## src/rtl/ram_arb_pkg.sv

```systemverilog
// ram_arb_pkg: shared types and constants for the RAM port arbiter.
// Provides the FSM state enum, requester IDs and the fixed fetch size.
package ram_arb_pkg;

  typedef enum logic [1:0] {
    IDLE,
    BUSY,
    GAP
  } arb_state_e;

  // Value doubles as the bit index in grant/request vectors.
  typedef enum logic {
    REQ_IFU = 1'b0,
    REQ_LSU = 1'b1
  } req_id_e;

  localparam logic [2:0] IFU_SIZE = 3'b011;

endpackage

```

## src/rtl/ram_arb_rr_pick.sv

```systemverilog
// ram_arb_rr_pick: combinational 2-way round-robin picker.
// Ports: i_req {lsu,ifu}, i_last last granted ID, o_grant one-hot.
module ram_arb_rr_pick
  import ram_arb_pkg::*;
(
  input  logic [1:0] i_req,
  input  req_id_e    i_last,
  output logic [1:0] o_grant
);

  always_comb begin
    o_grant = i_req;
    // On a tie the requester not served last wins.
    if (i_req == 2'b11) begin
      o_grant = (i_last == REQ_IFU) ? 2'b10 : 2'b01;
    end
  end

endmodule

```

## src/rtl/ram_rw_arbiter.sv

```systemverilog
// ram_rw_arbiter: shares one RAM rw port between IFU (read) and LSU (r/w).
// Ports: ifu_* fetch side, lsu_* load/store side, ram_rw_* RAM side,
// arb_err_o sticky watchdog flag. All outputs registered.
module ram_rw_arbiter
  import ram_arb_pkg::*;
#(
  parameter int ADDR_W  = 64,
  parameter int DATA_W  = 64,
  parameter int TIMEOUT = 255
) (
  input  logic                clk,
  input  logic                rst_n,
  input  logic                ifu_req_i,
  input  logic [ADDR_W-1:0]   ifu_addr_i,
  output logic                ifu_ready_o,
  output logic [DATA_W-1:0]   ifu_rdata_o,
  input  logic                lsu_req_i,
  input  logic                lsu_wen_i,
  input  logic [ADDR_W-1:0]   lsu_addr_i,
  input  logic [DATA_W-1:0]   lsu_wdata_i,
  input  logic [DATA_W/8-1:0] lsu_wmask_i,
  input  logic [2:0]          lsu_size_i,
  output logic                lsu_ready_o,
  output logic [DATA_W-1:0]   lsu_rdata_o,
  output logic                ram_rw_cen_o,
  output logic                ram_rw_wen_o,
  output logic [ADDR_W-1:0]   ram_rw_addr_o,
  output logic [DATA_W-1:0]   ram_rw_wdata_o,
  output logic [DATA_W/8-1:0] ram_rw_wmask_o,
  output logic [2:0]          ram_rw_size_o,
  input  logic                ram_rw_ready_i,
  input  logic [DATA_W-1:0]   ram_rw_data_i,
  output logic                arb_err_o
);

  localparam int CW = $clog2(TIMEOUT + 1);

  arb_state_e    r_state;
  req_id_e       r_last;
  req_id_e       r_owner;
  logic [CW-1:0] r_cnt;

  logic [1:0]    w_req;
  logic [1:0]    w_gnt;
  logic [CW-1:0] w_cnt_nxt;
  logic          w_tmo;
  logic          w_done;

  assign w_req = {lsu_req_i, ifu_req_i};

  ram_arb_rr_pick u_pick (
    .i_req   (w_req),
    .i_last  (r_last),
    .o_grant (w_gnt)
  );

  // Saturating watchdog; abort on the cycle it reaches TIMEOUT.
  assign w_cnt_nxt = (r_cnt == CW'(TIMEOUT)) ? r_cnt
                                             : r_cnt + CW'(1);
  assign w_tmo  = (w_cnt_nxt == CW'(TIMEOUT));
  assign w_done = ram_rw_ready_i | w_tmo;

  always_ff @(posedge clk or negedge rst_n) begin
    if (!rst_n) begin
      r_state        <= IDLE;
      r_last         <= REQ_IFU;
      r_owner        <= REQ_IFU;
      r_cnt          <= '0;
      ifu_ready_o    <= 1'b0;
      ifu_rdata_o    <= '0;
      lsu_ready_o    <= 1'b0;
      lsu_rdata_o    <= '0;
      ram_rw_cen_o   <= 1'b0;
      ram_rw_wen_o   <= 1'b0;
      ram_rw_addr_o  <= '0;
      ram_rw_wdata_o <= '0;
      ram_rw_wmask_o <= '0;
      ram_rw_size_o  <= '0;
      arb_err_o      <= 1'b0;
    end else begin
      ifu_ready_o <= 1'b0;
      lsu_ready_o <= 1'b0;
      unique case (r_state)
        IDLE: begin
          if (|w_req) begin
            r_state      <= BUSY;
            r_cnt        <= '0;
            ram_rw_cen_o <= 1'b1;
            if (w_gnt[1]) begin
              r_owner        <= REQ_LSU;
              r_last         <= REQ_LSU;
              ram_rw_wen_o   <= lsu_wen_i;
              ram_rw_addr_o  <= lsu_addr_i;
              ram_rw_wdata_o <= lsu_wdata_i;
              ram_rw_wmask_o <= lsu_wmask_i;
              ram_rw_size_o  <= lsu_size_i;
            end else begin
              r_owner        <= REQ_IFU;
              r_last         <= REQ_IFU;
              ram_rw_wen_o   <= 1'b0;
              ram_rw_addr_o  <= ifu_addr_i;
              ram_rw_wdata_o <= '0;
              ram_rw_wmask_o <= '0;
              ram_rw_size_o  <= IFU_SIZE;
            end
          end
        end
        BUSY: begin
          r_cnt <= w_cnt_nxt;
          if (w_done) begin
            r_state      <= GAP;
            ram_rw_cen_o <= 1'b0;
            ram_rw_wen_o <= 1'b0;
            // A real ready wins over a same-cycle timeout.
            if (!ram_rw_ready_i) begin
              arb_err_o <= 1'b1;
            end
            if (r_owner == REQ_LSU) begin
              lsu_ready_o <= 1'b1;
              if (!ram_rw_ready_i) begin
                lsu_rdata_o <= '0;
              end else if (!ram_rw_wen_o) begin
                lsu_rdata_o <= ram_rw_data_i;
              end
            end else begin
              ifu_ready_o <= 1'b1;
              ifu_rdata_o <= ram_rw_ready_i ? ram_rw_data_i : '0;
            end
          end
        end
        // One cen-low cycle so the RAM's delayed ready cannot leak
        // into the next transaction.
        GAP: r_state <= IDLE;
        default: r_state <= IDLE;
      endcase
    end
  end

endmodule
```

## config.mk

```make
export PLATFORM = sky130hd
export DESIGN_NAME = ram_rw_arbiter
export DESIGN_NICKNAME = d
export VERILOG_FILES = /design/src/rtl/ram_arb_pkg.sv /design/src/rtl/ram_arb_rr_pick.sv /design/src/rtl/ram_rw_arbiter.sv
export SDC_FILE = /design/constraint.sdc
export NUM_CORES = 1
export LEC_CHECK = 0
export BUFFER_PORTS_ARGS = -buffer_cell sky130_fd_sc_hd__buf_2
export CAP_MARGIN = 10
export CORE_AREA = 2 2 212 214
export CTS_BUF_LIST = sky130_fd_sc_hd__clkbuf_4 sky130_fd_sc_hd__clkbuf_8 sky130_fd_sc_hd__clkbuf_16
export DETAILED_ROUTE_END_ITERATION = 12
export DIE_AREA = 0 0 214 216
export PLACE_DENSITY = 0.49
export SLEW_MARGIN = 30
export SYNTH_ARGS = -nofsm -noshare
export SYNTH_HDL_FRONTEND = slang
export SYNTH_HIERARCHICAL = 1
export SYNTH_SLANG_ARGS = --single-unit
```

## constraint.sdc

```tcl
create_clock -name clk -period 7.2 [get_ports clk]
set_input_delay 0 -clock clk [delete_from_list [all_inputs] [get_ports clk]]
set_output_delay 0 -clock clk [all_outputs]
set_load 0.005 [all_outputs]
```

# Yosys cells after proc, flatten, opt, wreduce, memory -nomap -nowiden

Cells that the tools add are included.

Flip-flop bits (word level): 283
Input bits: 273
Output and inout bits: 272
Logic and storage cells: 63

$add $sub $neg: 1
Equal/unequal tests: 7
Muxes and demuxes: 28
Bitwise operators: 3
Reductions and logical operators: 10

Operators by type and width:

| operator                                      | count |
|---|---|
| two-way mux 64 bit                            | 5 |
| two-way mux 8 bit                             | 3 |
| == test 8 bit, second input constant          | 2 |
| case mux 8 bit (2 select lines)               | 1 |
| two-way mux 1 bit                             | 11 |
| AND reduction 3 bit                           | 3 |
| adder 8 x 1 -> 8 bit, second input constant   | 1 |
| two-way mux 2 bit                             | 4 |
| inequality test 2 bit, second input constant  | 3 |
| AND reduction 2 bit                           | 3 |
| case mux 1 bit (2 select lines)               | 2 |
| case mux 2 bit (2 select lines)               | 1 |
| AND reduction 4 bit                           | 1 |
| two-way mux 3 bit                             | 1 |
| == test 2 x 1 -> 1 bit, second input constant | 1 |
| == test 2 bit, second input constant          | 1 |
| logical NOT 2 bit                             | 1 |
| NOT 1 bit                                     | 2 |
| nonzero test 2 bit                            | 1 |
| OR reduction 2 bit                            | 1 |
| bitwise OR 1 bit                              | 1 |

# Longest topological paths before layout

Gate-level depths: netlist (run 1).

Depth in word-level cells: 6
Gate-level depth with buffers: 7
Depth with buffers taken out: 6

# By module

The synthesis (run 1) kept the hierarchy.

Modules (own cells, without submodules):

| module          | instances | cells each | area an instance (um^2) | sequential area each (um^2) |
|---|---|---|---|---|
| ram_rw_arbiter  | 1         | 1261       | 12172.9                 | 7081.8 |
| ram_arb_rr_pick | 1         | 3          | 18.8                    | 0.0 |

# Worst setup path before layout (run 1)

Ideal clock, no wire load.

Kind: reg2reg
Start: reg r_cnt[0]
End: reg lsu_rdata_o[10]
Setup time: 0.130 ns
Arrival: 2.137 ns
Data required time: 7.070 ns
Path slack: 4.933 ns
Cell stages (with the launch flop): 8
Path buffers: 1
Clock period less this slack: 2.267 ns
Path through: dfrtp_1 ha_1 nand3_1 or3_2 a31o_2 nor4_4 clkbuf_2 o21ai_0

Longest elaborated chain between the ends: 5
Elaborated cells between the ends (all ways): 6
Classes of those cells: 1 x add/sub; 2 x eq/ne; 1 x mux; 1 x bitwise; 1 x reduce/logical

Ends and longest elaborated chain:

| item                                                  | RTL line                                   | source |
|---|---|---|
| start: declaration                                    | ram_rw_arbiter.sv:41                       | `logic [CW-1:0] r_cnt;` |
| start signal: assignment                              | ram_rw_arbiter.sv:109                      | `r_cnt <= w_cnt_nxt;` |
| adder 8 x 1 -> 8 bit or == test 8 bit (tied branches) | ram_rw_arbiter.sv:59, ram_rw_arbiter.sv:58 |  |
| two-way mux 8 bit *                                   | ram_rw_arbiter.sv:58                       | `assign w_cnt_nxt = (r_cnt == CW'(TIMEOUT)) ? r_cnt` |
| == test 8 bit *                                       | ram_rw_arbiter.sv:60                       | `assign w_tmo = (w_cnt_nxt == CW'(TIMEOUT));` |
| bitwise OR 1 bit *                                    | ram_rw_arbiter.sv:61                       | `assign w_done = ram_rw_ready_i \| w_tmo;` |
| AND reduction 4 bit (no line) *                       | -                                          |  |
| end signal: assignment                                | ram_rw_arbiter.sv:123                      | `lsu_rdata_o <= ram_rw_data_i;` |
| end: declaration                                      | ram_rw_arbiter.sv:24                       | `output logic [DATA_W-1:0] lsu_rdata_o,` |

Mark *: on every way between the ends. The rest lies on a longest branch, timed or not.
A chain may end at the register's enable or synchronous reset.

==> flow_summary_export.csv, run 1 <==
group,metric,value,unit
die,rows,77,
timing,timing.clock.skew,0.0185,ns
pwr,irDropWorstVdd,0.000188,V
setup_path,timing.setup.critical_path_class,"reg -> reg",
clocking,clk_pin_slew,0.06,ns
die,core_region_area,0.0438,mm^2
setup_path,crit_path_end,"ram_rw_addr_o[57]",
routing,routed_wl,47400,um
die,height_of_the_chip,216,um
timing,finalWorstPathRequiredPeriod,3.04,ns
setup_path,critical_path.max_fanout,110,
die,fp.dieArea,0.0462,mm^2
clocking,clock_latency,0.55,ns
setup_path,setup.worst_path.start_class,"register",
timing,unrepaired_setup_endpoints_after_global_routing,"false",
setup_path,timing.rr.start,"r_owner",
global_routing,grt_pass1_vias,12900,
global_routing,grt_max_degree,130,
clocking,post_cts_resized,0,
clocking,clock_tree_buffer_depth,3,
setup_path,timing.critical_path.to_type,"register",
cells_and_area,nets,2319,
timing,hold_ws,0.0879,ns
global_routing,grt_pass1_wl,74500,um
global_routing,grt_antenna_before_repair,4,
routing,route.detailed.vias_per_inst,4.67,
setup_path,reg2reg_setup_slack,4.16,ns
setup_path,capturing_point_of_the_worst_reg2reg_path,"ram_rw_addr_o[57]",
timing,timing.slew.headroom,38.1,%
synthesis,synth.net_count,1536,
cells_and_area,filler_cell_count,4280,
timing,slew_violations,0,
job,drv_cap,0,
routing,drc,0,
outcome,run_status,"finished clean",
synthesis,synth_area,0.0122,mm^2
clocking,post-cts-setup-buffers,0,
placed_design,globalplace.congestion,0.845,
pwr,design_power_total,7380,uW
global_routing,groute.usage.overall,20.2,%
timing,setup_tns,0,ns
setup_path,reg2reg_depth,5,
routing,number_of_optimization_iterations_in_the_first_detailed_route_pass,5,
timing,hold_viol,0,
cells_and_area,area_growth,59.5,%
synthesis,yosysWarningCount,6,
timing,max_freq,329,MHz
timing,worstMarginPinSlew,0.927,ns
routing,dr.first_iter.drc_count,660,
die,ios,545,
setup_path,timing.critical_path.required,7.58,ns
routing,post_drt_wl_per_cell,17.8,um
timing,finalSetupViolCount,0,
clocking,cts_sinks,283,
pwr,total_leakage_power,0.00982,uW
global_routing,globalRoute.totalOverflow,0,
placed_design,post-dp-hpwl,30300,um
timing,final.period_utilization,42.2,%
routing,num_vias,12400,
synthesis,postSynthAreaPerCell,9.65,um^2
clocking,cts.htree.levels,2,
die,initial_core_utilization,27.8,%
placed_design,port_buffers,544,
routing,detail-route-antenna-nets,0,
cells_and_area,final_cell_mix,"sky130_fd_sc_hd__buf_2 (543), sky130_fd_sc_hd__dlygate4sd3_1 (284), sky130_fd_sc_hd__nand2_1 (283), sky130_fd_sc_hd__dfrtp_1 (283), sky130_fd_sc_hd__o21ai_0 (194)",
die,die_width,214,um
clocking,cts-buffers-inserted,35,
cells_and_area,mostFrequentLayoutCell,"sky130_fd_sc_hd__buf_2",
setup_path,cp_startpoint,"r_owner",
hold_path,timing.hold.worst.class,"in -> async",
synthesis,cells_after_synth,1262,
pwr,power_density_relative_to_cell_area,380,mW/mm^2
setup_path,critPathArrivalTime,3.42,ns
clocking,clk_root_buffer_cell,"sky130_fd_sc_hd__clkbuf_16",
cells_and_area,drive_gt1_share,30.6,%
clocking,tritoncts_clock_tree,"built",
-- worst max-delay path: stages, from the launching register on --
cell                            delay, ns
sky130_fd_sc_hd__dfrtp_1             0.45
sky130_fd_sc_hd__a21boi_4            0.75
sky130_fd_sc_hd__buf_12              0.54
sky130_fd_sc_hd__mux2i_1             0.29
sky130_fd_sc_hd__dlygate4sd3_1       0.58
sky130_fd_sc_hd__o21ai_0             0.07
-- report_power, final --
group,switching (uW),internal (uW),leakage (uW)
Clock,709,1000,0.000550
Combinational,1580,1320,0.00603
Sequential,466,2300,0.00325
-- flip-flops by register name, summed over array words and instances, names as in the netlist --
| register | cells |
|---|---|
| ram_rw_wdata_o | 64 |
| ram_rw_cen_o | 1 |
| lsu_ready_o | 1 |
| ram_rw_addr_o | 64 |
| arb_err_o | 1 |
| ram_rw_wen_o | 1 |
| ifu_ready_o | 1 |
| ram_rw_wmask_o | 8 |
| ifu_rdata_o | 64 |
| lsu_rdata_o | 64 |
| r_owner | 1 |
| ram_rw_size_o | 3 |
| r_state | 2 |
| r_cnt | 8 |
-- stage by stage --
step | setup slack [ns] | instances | area, um^2 | util (%)
5_1_grt | 3.97 | 2661 | 19400 | 44.3
2_1_floorplan | 4.93 | 1262 | 12200 | -
3_5_place_dp | 4.34 | 2315 | 15500 | 35.3
4_1_cts | 4.17 | 2656 | 19400 | 44.2
3_3_place_gp | 4.40 | 2315 | 15500 | 35.3
6_report | 4.16 | 2662 | 19400 | 44.3
-- what timing repair did --
item,CTS,global route
endpoints found under the setup margin,0,0
endpoints found under the hold margin,365,0
hold buffers,284,0
-- final cells by class --
class / count / area (um^2) / share of cell area, %
Multi-Input combinational cell: 815 / 4530 / 23.3
Timing Repair Buffer: 841 / 5710 / 29.4
Clock inverter: 8 / 57.6 / 0.296
Antenna cell: 5 / 12.5 / 0.0644
Tap cell: 592 / 741 / 3.81
Sequential cell: 283 / 7080 / 36.5
Clock buffer: 49 / 1040 / 5.33
Inverter: 69 / 259 / 1.33
-- routing by layer --
metal | GRT usage (%) | up-vias | share of wire, %
met5 | 0 | - | 0
met1 | 26.0 | 6018 | 43
li1 | - | 5903 | -
met2 | 33.7 | 413 | 48
met4 | 7.20 | 0 | 3.2
met3 | 4.21 | 91 | 5.8
-- how the worst min path moves through the flow --
stage | start | endpoint | cells past startpoint
global placement | rst_n | ifu_rdata_o[56] | 1
floorplan | rst_n | arb_err_o | 0
finish | rst_n | ifu_rdata_o[56] | 2
detailed placement | rst_n | ifu_rdata_o[56] | 1
CTS | rst_n | ifu_rdata_o[5] | 2
global route | rst_n | lsu_rdata_o[56] | 2
Note: power is estimated with default switching activity, not from simulation.
==> inputs of run 2 (changes only) <==
Settings changed: ABC_AREA set to 1, PLACE_DENSITY 0.49 to 0.51.
Clock period 7.2 ns to 2.75 ns, I/O delays scaled along.
==> flow_summary_export.csv, run 2 <==
group,metric,value,unit
timing,timing.slew.headroom,46.5,%
cells_and_area,area_growth,59.6,%
die,ios,545,
hold_path,worstHoldEndpoint,"lsu_rdata_o[11]",
clocking,cts_sinks,283,
global_routing,grt_pass1_wl,73600,um
global_routing,grt_max_degree,113,
die,fp.dieArea,0.0462,mm^2
die,height_of_the_chip,216,um
clocking,clk_root_buffer_cell,"sky130_fd_sc_hd__clkbuf_16",
cells_and_area,count_of_placed_standard_cells_in_the_final_layout_fillers_left_out,2743,
synthesis,postSynthAreaPerCell,9.13,um^2
timing,finalSetupViolCount,0,
die,core_region_area,0.0438,mm^2
routing,dr.first_iter.drc_count,780,
setup_path,critPathMostFrequentCell,"sky130_fd_sc_hd__nand2_1",
cells_and_area,final_core_util,44.5,%
clocking,cts.htree.levels,2,
routing,detail-route-antenna-nets,0,
timing,slew_violations,0,
timing,post-route-worst-setup-slack,0.286,ns
setup_path,crit_path_top_delay_cell,"sky130_fd_sc_hd__buf_4",
global_routing,globalRoute.totalOverflow,0,
synthesis,synth.net_count,1614,
setup_path,worst_path_largest_cell_delay,0.56,ns
timing,setup_tns,0,ns
setup_path,crit_family,"simple AND/OR/NAND/NOR gates",
setup_path,reg2reg_setup_slack,0.29,ns
job,drv_cap,0,
cells_and_area,drive_gt1_share,31.7,%
clocking,clock_latency,0.53,ns
setup_path,reg2reg_depth,14,
placed_design,post-dp-hpwl,32600,um
die,rows,77,
timing,finalWorstPathRequiredPeriod,2.46,ns
synthesis,yosysWarningCount,6,
die,initial_core_utilization,27.9,%
setup_path,timing.rr.start,"r_cnt[1]",
routing,number_of_optimization_iterations_in_the_first_detailed_route_pass,5,
global_routing,groute.usage.overall,20.1,%
placed_design,setup_slack_at_placement,0.297,ns
setup_path,timing.critical_path.to_type,"register",
setup_path,capturing_point_of_the_worst_reg2reg_path,"lsu_rdata_o[28]",
global_routing,grt_pass1_vias,12800,
routing,post_drt_wl_per_cell,17.4,um
cells_and_area,final_cell_mix,"sky130_fd_sc_hd__buf_2 (543), sky130_fd_sc_hd__nand2_1 (459), sky130_fd_sc_hd__dfrtp_1 (283)",
setup_path,setup.worst_path.start_class,"register",
die,die_width,214,um
hold_path,hold_path_depth,5,
setup_path,cp_cell_sequence,"ha_1, nand2_2, nor2_4, nand2_2, nand2_1, nand2_1, nand2_1, nor2_1, nand2_2, nand2_4, nand3_4, buf_4, nand2_1, nand2_1",
setup_path,critPathArrivalTime,2.93,ns
synthesis,cells_after_synth,1340,
placed_design,globalplace.congestion,0.867,
routing,num_vias,12700,
routing,drc,0,
timing,final.period_utilization,89.6,%
setup_path,timing.critical_path.required,3.21,ns
pwr,power_density_relative_to_cell_area,1050,mW/mm^2
setup_path,timing.setup.critical_path_class,"reg -> reg",
placed_design,dp.cells,2401,
synthesis,synth_area,0.0122,mm^2
clocking,tritoncts_clock_tree,"built",
timing,worstMarginPinSlew,0.802,ns
clocking,clk_pin_slew,0.06,ns
cells_and_area,nets,2394,
pwr,total_leakage_power,0.0106,uW
timing,hold_viol,0,
hold_path,timing.hold.worst.class,"in -> reg",
timing,unrepaired_setup_endpoints_after_global_routing,"false",
setup_path,critical_path.max_fanout,64,
placed_design,port_buffers,544,
outcome,run_status,"finished clean",
cells_and_area,mostFrequentLayoutCell,"sky130_fd_sc_hd__buf_2",
setup_path,timing.critical_path.depth,14,
clocking,clock_tree_buffer_depth,3,
hold_path,min_from,"ram_rw_ready_i",
global_routing,grt_antenna_before_repair,12,
pwr,irDropWorstVdd,0.000537,V
timing,max_freq,406,MHz
timing,timing.clock.skew,0.0159,ns
routing,route.detailed.vias_per_inst,4.64,
routing,routed_wl,47700,um
clocking,cts-buffers-inserted,35,
clocking,post_cts_resized,0,
timing,hold_ws,0.0434,ns
setup_path,crit_buf_inv,1,
[run 2: cell count changes in the layout (fill, tap and decap cells not counted), sizes merged, moves of 59 or more]
cell,previous run,this run
nor2,9,76
a22o,0,73
nand4,1,129
nand3,83,16
o21ai,201,8
nand2,285,490
a22oi,128,0
mux2i,65,0
a31oi,5,64
[run 2: final cells by class]
class                   count  area (um^2)
inverters                  84          318
clock inverters            14          185
diodes                      5         12.5
fillers                  4211        24300
flip-flops and latches    283         7080
clock buffers              49         1020
well taps                 592          741
multi-input cells         866         4330
repair buffers            850         5830
[run 2: timing repair]
action / CTS / global route
endpoints found under the hold margin: 451 / 0
hold buffers: 274 / 0
buffers inserted: 0 / 0
[run 2: routing by layer]
layer  track usage (%)  part of all wire [%]  up-vias
met4              10.5                   5.0       16
met3              5.50                   7.3      131
met5                 0                  0.23        -
met2              32.0                    46      508
li1                  -                     -     6032
met1              25.0                    41     6037
[run 2: worst max path at each step]
stage	startpoint	end	slack [ns]
3_3_place_gp	r_cnt[0]	lsu_rdata_o[36]	0.40
2_1_floorplan	r_cnt[0]	ifu_rdata_o[30]	0.83
3_5_place_dp	r_cnt[0]	lsu_rdata_o[28]	0.30
4_1_cts	r_cnt[1]	lsu_rdata_o[28]	0.28
5_1_grt	r_cnt[1]	lsu_rdata_o[26]	0.01
6_report	r_cnt[1]	lsu_rdata_o[28]	0.29
[run 2: through the flow]
step	total power, uW	instance area (um^2)
detailed placement	14600	15600
CTS	20600	19500
global placement	14500	15600
finish	20500	19500
global route	21800	19500
floorplan	10600	12200
[run 2: power by group]
group / leakage (uW) / internal (uW) / total [uW] / switching [uW]
sequential: 0.00359 / 6120 / 7310 / 1190
clock: 0.000613 / 2990 / 4820 / 1830
combinational: 0.00638 / 3880 / 8350 / 4470
[run 2: worst min-delay path: stages]
cell,delay [ns]
sky130_fd_sc_hd__buf_2,0.24
sky130_fd_sc_hd__nand2_1,0.11
sky130_fd_sc_hd__inv_1,0.04
sky130_fd_sc_hd__nand4_1,0.07
sky130_fd_sc_hd__nand2_1,0.05
==> inputs of run 3 (changes only) <==
Settings changed: CORE_AREA 2 2 212 214 to unset, CORE_ASPECT_RATIO set to 0.5, CORE_MARGIN set to 8, CORE_UTILIZATION set to 40, DIE_AREA 0 0 214 216 to unset, PLACE_DENSITY 0.51 to 0.69.
==> flow_summary_export.csv, run 3 (same netlist as run 2, synthesis figures left out) <==
group,metric,value,unit
clocking,cts_sinks,283,
clocking,post_cts_resized,0,
routing,routed_wl,50600,um
pwr,combinationalPowerShare,42.1,%
clocking,cts_hold_buffers,271,
clocking,cts-buffers-inserted,27,
clocking,cts.htree.levels,1,
clocking,clk_root_buffer_cell,"sky130_fd_sc_hd__clkbuf_16",
timing,timing.slew.headroom,46.9,%
die,initial_core_utilization,40.5,%
die,die_width,263,um
setup_path,critPathArrivalTime,3.02,ns
routing,post_drt_wl_per_cell,20.0,um
timing,max_freq,395,MHz
routing,route.detailed.vias_per_inst,5.20,
global_routing,grt_pass1_vias,13600,
hold_path,timing.hold.worst.class,"in -> async",
pwr,power.share.switching,37.8,%
setup_path,setup.worst_path.start_class,"register",
outcome,run_status,"finished clean",
die,height_of_the_chip,140,um
pwr,power_report.internal_total,12300,uW
routing,num_vias,13200,
die,core_region_area,0.0302,mm^2
pwr,design_power_total,19800,uW
setup_path,critical_path.max_fanout,60,
pwr,total_leakage_power,0.0104,uW
timing,timing.clock.skew,0.0173,ns
routing,drc,0,
global_routing,globalRoute.totalOverflow,0,
placed_design,post-dp-hpwl,32000,um
setup_path,timing.critical_path.to_type,"register",
cells_and_area,final_core_util,62.9,%
timing,slew_violations,0,
die,ios,545,
setup_path,timing.critical_path.required,3.24,ns
setup_path,timing.rr.start,"r_state[1]",
pwr,irDropWorstVdd,0.000594,V
clocking,clock_tree_buffer_depth,3,
cells_and_area,area_growth,55.3,%
timing,finalWorstPathRequiredPeriod,2.53,ns
pwr,power_density_relative_to_cell_area,1040,mW/mm^2
timing,hold_ws,0.0272,ns
pwr,sequentialPowerShare,37.1,%
setup_path,reg2reg_setup_slack,0.22,ns
setup_path,timing.setup.critical_path_class,"reg -> reg",
clocking,clk_pin_slew,0.07,ns
clocking,tritoncts_clock_tree,"built",
cells_and_area,nets,2381,
routing,detail-route-antenna-nets,0,
die,fp.dieArea,0.0368,mm^2
job,drv_cap,0,
cells_and_area,mostFrequentLayoutCell,"sky130_fd_sc_hd__buf_2",
global_routing,groute.usage.overall,25.9,%
placed_design,globalplace.congestion,0.886,
timing,unrepaired_setup_endpoints_after_global_routing,"false",
timing,finalSetupViolCount,0,
setup_path,capturing_point_of_the_worst_reg2reg_path,"ram_rw_addr_o[33]",
routing,number_of_optimization_iterations_in_the_first_detailed_route_pass,5,
clocking,clock_latency,0.56,ns
global_routing,grt_max_degree,79,
timing,worstMarginPinSlew,0.797,ns
routing,dr.first_iter.drc_count,1402,
clocking,post-cts-setup-buffers,0,
timing,setup_tns,0,ns
timing,hold_viol,0,
setup_path,reg2reg_depth,7,
placed_design,port_buffers,544,
cells_and_area,final_cell_mix,"sky130_fd_sc_hd__buf_2 (543), sky130_fd_sc_hd__nand2_1 (459), sky130_fd_sc_hd__dfrtp_1 (283)",
timing,final.period_utilization,92.1,%
global_routing,grt_pass1_wl,77200,um
die,rows,45,
pwr,netSwitchingPower,7470,uW
pwr,clock_power_share,20.8,%
global_routing,grt_antenna_before_repair,9,
cells_and_area,drive_gt1_share,31.3,%
[run 3: cell types whose count changed in the layout (fill, tap and decap cells not counted), moves of 2 or more]
cell / delta
sky130_fd_sc_hd__clkbuf_16: -9
sky130_fd_sc_hd__clkbuf_4: -6
sky130_fd_sc_hd__diode_2: +4
sky130_fd_sc_hd__dlygate4sd3_1: -3
sky130_fd_sc_hd__clkbuf_8: +2
sky130_fd_sc_hd__clkinv_2: -2
sky130_fd_sc_hd__clkinvlp_4: +2
[run 3: through the flow]
stage | worst slack, ns | area [um^2] | cells
floorplan | 0.825 | 12200 | 1340
global placement | 0.527 | 15300 | 2206
detailed placement | 0.468 | 15300 | 2206
CTS | 0.345 | 19000 | 2527
global route | 0.0939 | 19000 | 2536
finish | 0.217 | 19000 | 2536
[run 3: how the worst max path moves through the flow]
stage,start,to,slack [ns],depth (start not counted)
floorplan,r_cnt[0],ifu_rdata_o[30],0.83,14
global placement,r_cnt[1],ifu_rdata_o[21],0.53,12
detailed placement,r_cnt[0],ifu_rdata_o[18],0.47,12
CTS,r_state[1],ram_rw_addr_o[53],0.35,7
global route,r_state[1],ram_rw_addr_o[46],0.09,7
finish,r_state[1],ram_rw_addr_o[33],0.22,7
[run 3: metal layers]
metal  share of wire [%]  routed length [um]  track usage (%)  up-vias
li1                    -                   -                -     6011
met1                  36               18300             29.6     6304
met2                  51               25700             44.5      652
met3                 6.7                3370             5.54      221
met4                 6.4                3270             15.8        2
met5               0.024                  12                0        -
[run 3: power groups by stage]
stage | registers [uW] | logic [uW] | clock network, uW
floorplan | 7350 | 3270 | 0
global placement | 7270 | 6970 | 0
detailed placement | 7280 | 7080 | 0
CTS | 7260 | 8160 | 4160
global route | 7520 | 9020 | 4330
finish | 7330 | 8330 | 4110
[run 3: final cells by class]
class	instances	area, um^2
timing repair buffer	845	5770
clock inverter	14	183
multi-input combinational	866	4330
sequential	283	7080
tap	399	499
inverter	84	318
clock buffer	36	781
antenna	9	22.5
fill	2393	11200
[run 3: worst max-delay path, cell delays in order, from the launching register on]
cell                            delay (ns)
sky130_fd_sc_hd__dfrtp_1              0.41
sky130_fd_sc_hd__nor2_1               0.26
sky130_fd_sc_hd__o21ai_4              0.15
sky130_fd_sc_hd__inv_4                0.49
sky130_fd_sc_hd__buf_12               0.25
sky130_fd_sc_hd__nor2_1               0.08
sky130_fd_sc_hd__a31oi_1              0.20
sky130_fd_sc_hd__dlygate4sd3_1        0.59
